$ cat src/rtl/key_pkg.sv
// Shared definitions for the chunked key/message path (serializer and receiver).
package key_pkg;

    localparam int unsigned DEFAULT_KEY_SIZE = 4;
    localparam int unsigned DEFAULT_MSG_SIZE = 8;

    typedef enum logic [1:0] {
        IDLE = 2'd0,
        SEND = 2'd1,
        DONE = 2'd2
    } state_t;

endpackage

$ cat src/rtl/disassemble_key_if.sv
// Word-in / chunk-out handshake bundle for disassemble_key.
interface disassemble_key_if
    import key_pkg::*;
#(
    parameter int unsigned KEY_SIZE = DEFAULT_KEY_SIZE,
    parameter int unsigned MSG_SIZE = DEFAULT_MSG_SIZE
);
    localparam int unsigned NUM_CHUNKS = MSG_SIZE / KEY_SIZE;
    localparam int unsigned IDX_W      = $clog2(NUM_CHUNKS);

    logic [MSG_SIZE-1:0] iMsg;
    logic                iMsgValid;
    logic                oMsgReady;
    logic [KEY_SIZE-1:0] oKey;
    logic                oKeyValid;
    logic                iKeyReady;
    logic                oKeyLast;
    logic [IDX_W-1:0]    oIdx;
    logic                oDisassembled;

    modport master (
        output iMsg, iMsgValid, iKeyReady,
        input  oMsgReady, oKey, oKeyValid, oKeyLast, oIdx, oDisassembled
    );

    modport slave (
        input  iMsg, iMsgValid, iKeyReady,
        output oMsgReady, oKey, oKeyValid, oKeyLast, oIdx, oDisassembled
    );

endinterface

$ cat src/rtl/disassemble_key.sv
// Serializes one MSG_SIZE-bit word into KEY_SIZE-bit chunks, MSB chunk first,
// with valid/ready on both sides and a global enable.
module disassemble_key
    import key_pkg::*;
#(
    parameter int unsigned KEY_SIZE = DEFAULT_KEY_SIZE,
    parameter int unsigned MSG_SIZE = DEFAULT_MSG_SIZE
) (
    input logic             iClk,
    input logic             iRst,
    input logic             iEn,
    disassemble_key_if.slave bus
);
    localparam int unsigned NUM_CHUNKS = MSG_SIZE / KEY_SIZE;
    localparam int unsigned IDX_W      = $clog2(NUM_CHUNKS);

    if ((MSG_SIZE % KEY_SIZE) != 0 || MSG_SIZE < 2 * KEY_SIZE) begin : g_bad_params
        $error("disassemble_key: MSG_SIZE must be a multiple of KEY_SIZE and >= 2*KEY_SIZE");
    end

    state_t              state, state_nxt;
    logic [MSG_SIZE-1:0] shreg, shreg_nxt;
    logic [IDX_W-1:0]    idx, idx_nxt;
    logic                last;

    assign last = (idx == IDX_W'(NUM_CHUNKS - 1));

    always_ff @(posedge iClk) begin
        if (iRst) begin
            state <= IDLE;
            shreg <= '0;
            idx   <= '0;
        end else begin
            state <= state_nxt;
            shreg <= shreg_nxt;
            idx   <= idx_nxt;
        end
    end

    // idx stays at the last index on the final transfer so it never wraps.
    always_comb begin
        state_nxt = state;
        shreg_nxt = shreg;
        idx_nxt   = idx;
        unique case (state)
            IDLE: begin
                if (iEn && bus.iMsgValid) begin
                    shreg_nxt = bus.iMsg;
                    idx_nxt   = '0;
                    state_nxt = SEND;
                end
            end
            SEND: begin
                if (iEn && bus.iKeyReady) begin
                    shreg_nxt = {shreg[MSG_SIZE-KEY_SIZE-1:0], {KEY_SIZE{1'b0}}};
                    if (last) begin
                        state_nxt = DONE;
                    end else begin
                        idx_nxt = idx + 1'b1;
                    end
                end
            end
            DONE: begin
                shreg_nxt = '0;
                idx_nxt   = '0;
                state_nxt = IDLE;
            end
            default: state_nxt = IDLE;
        endcase
    end

    assign bus.oMsgReady     = (state == IDLE) && !iRst;
    assign bus.oKeyValid     = (state == SEND);
    assign bus.oKey          = (state == SEND) ? shreg[MSG_SIZE-1 -: KEY_SIZE] : '0;
    assign bus.oKeyLast      = (state == SEND) && last;
    assign bus.oIdx          = idx;
    assign bus.oDisassembled = (state == DONE);

endmodule

$ cat src/flat_wrapper.sv
// flat-port wrapper written by rule: the top's interface ports become plain ports
module disassemble_key_flat import key_pkg::*;
#(
    parameter int unsigned KEY_SIZE = DEFAULT_KEY_SIZE,
    parameter int unsigned MSG_SIZE = DEFAULT_MSG_SIZE
)
  (iClk, iRst, iEn, bus_iMsg, bus_iMsgValid, bus_iKeyReady, bus_oMsgReady, bus_oKey, bus_oKeyValid, bus_oKeyLast, bus_oIdx, bus_oDisassembled);
  disassemble_key_if #(.KEY_SIZE(KEY_SIZE), .MSG_SIZE(MSG_SIZE)) bus_i ();
  input logic iClk;
  input logic iRst;
  input logic iEn;
  input wire logic [$bits(bus_i.iMsg)-1:0] bus_iMsg;
  input wire logic [$bits(bus_i.iMsgValid)-1:0] bus_iMsgValid;
  input wire logic [$bits(bus_i.iKeyReady)-1:0] bus_iKeyReady;
  output wire logic [$bits(bus_i.oMsgReady)-1:0] bus_oMsgReady;
  output wire logic [$bits(bus_i.oKey)-1:0] bus_oKey;
  output wire logic [$bits(bus_i.oKeyValid)-1:0] bus_oKeyValid;
  output wire logic [$bits(bus_i.oKeyLast)-1:0] bus_oKeyLast;
  output wire logic [$bits(bus_i.oIdx)-1:0] bus_oIdx;
  output wire logic [$bits(bus_i.oDisassembled)-1:0] bus_oDisassembled;
  assign bus_i.iMsg = bus_iMsg;
  assign bus_i.iMsgValid = bus_iMsgValid;
  assign bus_i.iKeyReady = bus_iKeyReady;
  assign bus_oMsgReady = bus_i.oMsgReady;
  assign bus_oKey = bus_i.oKey;
  assign bus_oKeyValid = bus_i.oKeyValid;
  assign bus_oKeyLast = bus_i.oKeyLast;
  assign bus_oIdx = bus_i.oIdx;
  assign bus_oDisassembled = bus_i.oDisassembled;
  disassemble_key #(.KEY_SIZE(KEY_SIZE), .MSG_SIZE(MSG_SIZE)) u_core (.iClk(iClk), .iRst(iRst), .iEn(iEn), .bus(bus_i));
endmodule
$ cat config.mk
export PLATFORM = sky130hd
export DESIGN_NAME = disassemble_key_flat
export DESIGN_NICKNAME = d
export VERILOG_FILES = /design/src/rtl/key_pkg.sv /design/src/rtl/disassemble_key_if.sv /design/src/rtl/disassemble_key.sv /design/src/flat_wrapper.sv
export SDC_FILE = /design/constraint.sdc
export NUM_CORES = 1
export LEC_CHECK = 0
export ABC_AREA = 1
export CAP_MARGIN = 20
export CORE_ASPECT_RATIO = 0.75
export CORE_MARGIN = 2
export CORE_UTILIZATION = 35
export CTS_CLUSTER_DIAMETER = 120
export DETAILED_ROUTE_END_ITERATION = 6
export PLACE_DENSITY = 0.61
export SYNTH_ARGS = -nofsm -noshare
export SYNTH_HDL_FRONTEND = slang
export SYNTH_SLANG_ARGS = --single-unit
export TNS_END_PERCENT = 100
$ cat constraint.sdc
create_clock -name iClk -period 1.5 [get_ports iClk]
set_input_delay 0.3 -clock iClk [delete_from_list [all_inputs] [get_ports iClk]]
set_output_delay 0.3 -clock iClk [all_outputs]
set_load 0.05 [all_outputs]
# Word-level counts from Yosys, hierarchy flattened
# Index checks and enable logic that the tools add are counted.
dict set report op_classes {
  eq_ne 5
  n_reduce_logical 9
  n_addsub 1
  n_mux 12
}
# op count
set ops {}
lappend ops {{8-bit one-hot mux with 3 select lines} 1}
lappend ops {{8-bit 2-to-1 mux} 2}
lappend ops {{2-bit 2-to-1 mux} 3}
lappend ops {{2-bit by 1-bit != test with 1-bit output, second input constant} 3}
lappend ops {{3-bit AND reduction} 2}
lappend ops {{1-bit logical AND} 4}
lappend ops {{4-bit 2-to-1 mux} 1}
lappend ops {{2-bit one-hot mux with 2 select lines} 1}
lappend ops {{1-bit 2-to-1 mux} 3}
lappend ops {{1-bit one-hot mux with 3 select lines} 1}
lappend ops {{3-bit nonzero test} 1}
lappend ops {{2-bit by 1-bit equality test with 1-bit output, second input constant} 1}
lappend ops {{2-bit equality test, second input constant} 1}
lappend ops {{2-bit logical NOT} 1}
lappend ops {{1-bit adder, second input constant} 1}
lappend ops {{1-bit logical NOT} 1}
dict set report totals {
  ff_bits 11
  out_inout_bits 9
}

# Longest topological paths before layout
# Gate-level depths: netlist of run 1.
dict set report depth {
  word_depth 4
  depth_mapped 8
  ltp_nobuf 7
}

# Least setup slack after synthesis of run 1
# Ideal clock, no wire load.
dict set report synth_path {
  path_kind {register to output}
  from {register u_core.state[0]}
  to {output bus_oMsgReady}
  arrival_ns 1.334
  slack_ns -0.134
  t_required_ns 1.200
  path_stages_with_launch 5
  n_path_buf 0
  cell_sequence {dfxtp_1 > inv_1 > ha_1 > inv_1 > nor2_1}
}
dict set report synth_via {
  elab_chain_len 2
}
# item line
set synth_rtl {}
lappend synth_rtl {{start, declared} disassemble_key.sv:21} ;# state_t state, state_nxt;
lappend synth_rtl {{start signal, assigned} disassemble_key.sv:34} ;# state <= state_nxt;
lappend synth_rtl {{2-bit logical NOT} disassemble_key.sv:72} ;# assign bus.oMsgReady = (state == IDLE) && !iRst;
lappend synth_rtl {{1-bit logical AND} disassemble_key.sv:72}
lappend synth_rtl {{end, declared} flat_wrapper.sv:15} ;# output wire logic [$bits(bus_i.oMsgReady)-1:0] bus_oMsgReady;
# No other way between the ends.

# Final worst setup path of run 1
dict set report layout_path {
  from {register u_core.state[1]}
  to {output bus_oKey[2]}
}
dict set report layout_via {
  elab_chain_len 2
}
# item line
set layout_rtl {}
lappend layout_rtl {{2-bit by 1-bit equality test with 1-bit output} disassemble_key.sv:74} ;# assign bus.oKey = (state == SEND) ? shreg[MSG_SIZE-1 -: KEY_SIZE] : '0;
lappend layout_rtl {{4-bit 2-to-1 mux} disassemble_key.sv:74}
lappend layout_rtl {{end, declared} flat_wrapper.sv:16} ;# output wire logic [$bits(bus_i.oKey)-1:0] bus_oKey;
# No other way between the ends.

==> impl_metrics.py, run 1 <==
metrics = {
    "sta": {
        "fmax_ghz": 0.694,
        "worst_slew_pin_slew_ns": 0.337,
        "period_share": 0.961,
        "rsz0062_at_grt": "no",
        "setup_viol": 0,
        "hold_ws_ns": 0.515,
        "finClkSkew_ns": 0.00425,
        "slew_violations": 0,
        "finalCriticalPeriod_ns": 1.44,
        "relSlewSlack": 0.775,
        "hold_violations": 0,
        "setup-tns-final_ns": 0,
    },
    "yosys": {
        "synth.avg_cell_area_sq_um": 6.41,
        "yosysSeqAreaShare": 0.307,
        "synthTopCellsByArea": "dfxtp_1 31%, nand2_1 17%, inv_1 13%",
        "netlist_area_sq_um": 718,
        "ys_warn_count": 0,
        "synth_seq_cells": 11,
        "synth.net_count": 131,
        "synth_top_area_frac": 0.307,
        "yosysTopAreaCell": "dfxtp_1",
        "synthCells": 112,
        "ys_types": 14,
    },
    "finish": {
        "area_growth_syn_to_layout_pct": 60.6,
        "antenna_cells": 0,
        "layout-drive-gt1-share": 0.270,
        "final_nets": 161,
    },
    "setup_path": {
        "cp-end-kind": "output pin",
        "critical_path_class": "reg2out",
        "crit_path_start_kind": "flop",
        "critPathRequiredTime_ns": 1.20,
        "cpPeakStageDelay_ns": 0.36,
        "crit_slowest_cell": "dfxtp_4",
        "crit_fanout": 7,
        "path_cells": "inv_6 > ha_4 > nand2_1 > inv_1 > buf_12",
        "critPathArrivalTime_ns": 1.14,
    },
    "drt": {
        "routed_wl_um": 1560,
        "firstDrtPassIters": 4,
        "ant_nets": 0,
        "wl_per_cell_um": 9.47,
        "num_vias": 731,
        "drtIter0Drc": 8,
        "post-route-drc-count": 0,
        "via_per_inst": 4.43,
    },
    "grt": {
        "grt_pass1_wl_um": 2630,
        "grt_pass1_vias": 640,
        "grt_max_degree": 15,
        "grt_overflow": 0,
        "grt_usage": 0.140,
        "antenna_found_initial": 0,
    },
    "clock_tree": {
        "cts_buffers": 3,
        "clk_latency_ns": 0.27,
        "clkSlewWorstSetupHoldPaths_ns": 0.07,
        "cts_tree": "done",
        "cts_max_path_buffers": 2,
        "htree_levels": 1,
        "cts.sinks": 11,
        "cts_root_buf": "clkbuf_4",
    },
    "die": {
        "io_pins": 22,
        "fp.dieArea_sq_um": 2430,
        "coreArea_sq_um": 1980,
        "fp.dieH_um": 43.2,
        "start_util": 0.363,
        "rows": 14,
        "fp.dieW_um": 56.3,
    },
    "placed_design": {
        "io_buffer_count": 21,
        "gp_congestion": 0.776,
        "hpwl_um": 1220,
    },
    "power_and_ir_drop": {
        "ir_drop_uv": 935,
        "power.density_nw_per_um2": 1770,
        "leakagePower_nw": 0.581,
    },
    "flow_run": {
        "drv_cap": 0,
    },
    "run_status": {
        "status": "finished clean",
    },
    "worst_hold_path": {
        "hold_class": "reg2reg",
    },
}
layout by cell type (no fill, tap or decap), types with 2 or more instances in the layout:
cell type / n
nand3_1: 3
ha_1: 3
ha_4: 2
o21ai_0: 4
clkbuf_4: 3
dfxtp_4: 2
nand4_1: 3
nand2_4: 2
nand2_1: 32
nor2_1: 16
buf_4: 6
nand2_2: 4
dfxtp_1: 9
clkdlybuf4s50_1: 12
inv_1: 18
a21oi_1: 2
buf_12: 9
inv_2: 5
registers in the layout, indices dropped and copies added, names as in the netlist:
signal and count:
u_core.state 2, u_core.bus.oIdx 1, u_core.shreg 8
layout make-up:
class	count	area, sq um
sequential	11	228
multi-input combinational	74	423
clock buffer	4	26.3
fill	192	826
timing repair buffer	27	345
inverter	25	101
tap	24	30.0
metal layers:
layer  wire length [um]  global-route usage
met1                721               0.172
met3                 63              0.0549
met4                  0              0.0286
met2                778               0.235
met5                  0                   0
cell families (layout without fill, tap and decap cells):
logic type | Yosys count | count (layout) | share of synthesized area
AOI/OAI and AO/OA | 6 | 6 | 0.0418
adders and majority gates | 6 | 6 | 0.105
buffers and inverters | 27 | 56 | 0.153
DFF | 11 | 11 | 0.307
and+or+nand+nor | 62 | 62 | 0.394
repair_timing:
| action | 4_1_cts | 5_1_grt |
|---|---|---|
| hold buffers | 0 | 0 |
| setup buffers | 3 | 3 |
| endpoints found under the setup margin | 6 | 6 |
| pin swaps | 2 | 2 |
| cloned | 0 | 0 |
| resized for setup | 11 | 8 |
| hold endpoints to repair | 0 | 0 |
power by group:
part	total (W)	leakage, nW	internal (W)	switching, W
Clock	0.000199	0.0150	0.000103	0.0000959
Combinational	0.00137	0.474	0.000596	0.000770
Sequential	0.000482	0.0924	0.000408	0.0000748
path summary, 6_finish.rpt:
| path | endpoint | slack (ns) | from | depth (start not counted) |
|---|---|---|---|---|
| worst min-delay path | u_core.shreg[2] | 0.52 | u_core.shreg[2] | 4 |
| worst max register to register | u_core.shreg[7] | 0.18 | u_core.state[1] | 7 |
| worst max-delay path | bus_oKey[2] | 0.06 | u_core.state[1] | 5 |
| worst min register to register | u_core.shreg[2] | 0.52 | u_core.shreg[2] | 4 |
synthesized netlist by cell type:
cell type  number
dfxtp_1        11
nand3_1         3
buf_6           1
inv_1          25
nor2_1         17
o21ai_0         4
a21oi_1         2
nand4_1         3
nand2_2         4
ha_1            6
nand3_4         1
buf_2           1
nand2_1        32
nand2_4         2
worst max-delay path, delay by kind of cell, from the launching register on:
kind | cells | cell delay (ns)
flip-flops | 1 | 0.36
buffers and inverters | 3 | 0.29
adder cells (fa/ha/maj) | 1 | 0.17
AND/OR/NAND/NOR | 1 | 0.06
metrics by stage:
| stage | area [sq um] | instances | setup WS [ns] | util | total power [W] |
|---|---|---|---|---|---|
| after floorplan | 723 | 112 | 0.0845 | - | 0.00129 |
| after global placement | 1040 | 155 | 0.0611 | 0.524 | 0.00167 |
| after detailed placement | 1040 | 155 | 0.0446 | 0.524 | 0.00169 |
| after CTS | 1120 | 162 | 0.0193 | 0.566 | 0.00202 |
| after global routing | 1150 | 165 | 0.00489 | 0.583 | 0.00222 |
| final | 1150 | 165 | 0.0589 | 0.583 | 0.00205 |
Power figures use the tool's default switching activity.
==> inputs of run 2 (changes only) <==
--- a/config.mk
+++ b/config.mk
@@ -10,9 +10,10 @@
 export CORE_ASPECT_RATIO = 0.75
 export CORE_MARGIN = 2
 export CORE_UTILIZATION = 35
-export CTS_CLUSTER_DIAMETER = 120
+export CTS_CLUSTER_DIAMETER = 150
 export DETAILED_ROUTE_END_ITERATION = 6
 export PLACE_DENSITY = 0.61
+export SLEW_MARGIN = 20
 export SYNTH_ARGS = -nofsm -noshare
 export SYNTH_HDL_FRONTEND = slang
 export SYNTH_SLANG_ARGS = --single-unit
==> results of run 2 <==
Same layout as run 1: the final DEF is identical, and so are final timing and power.
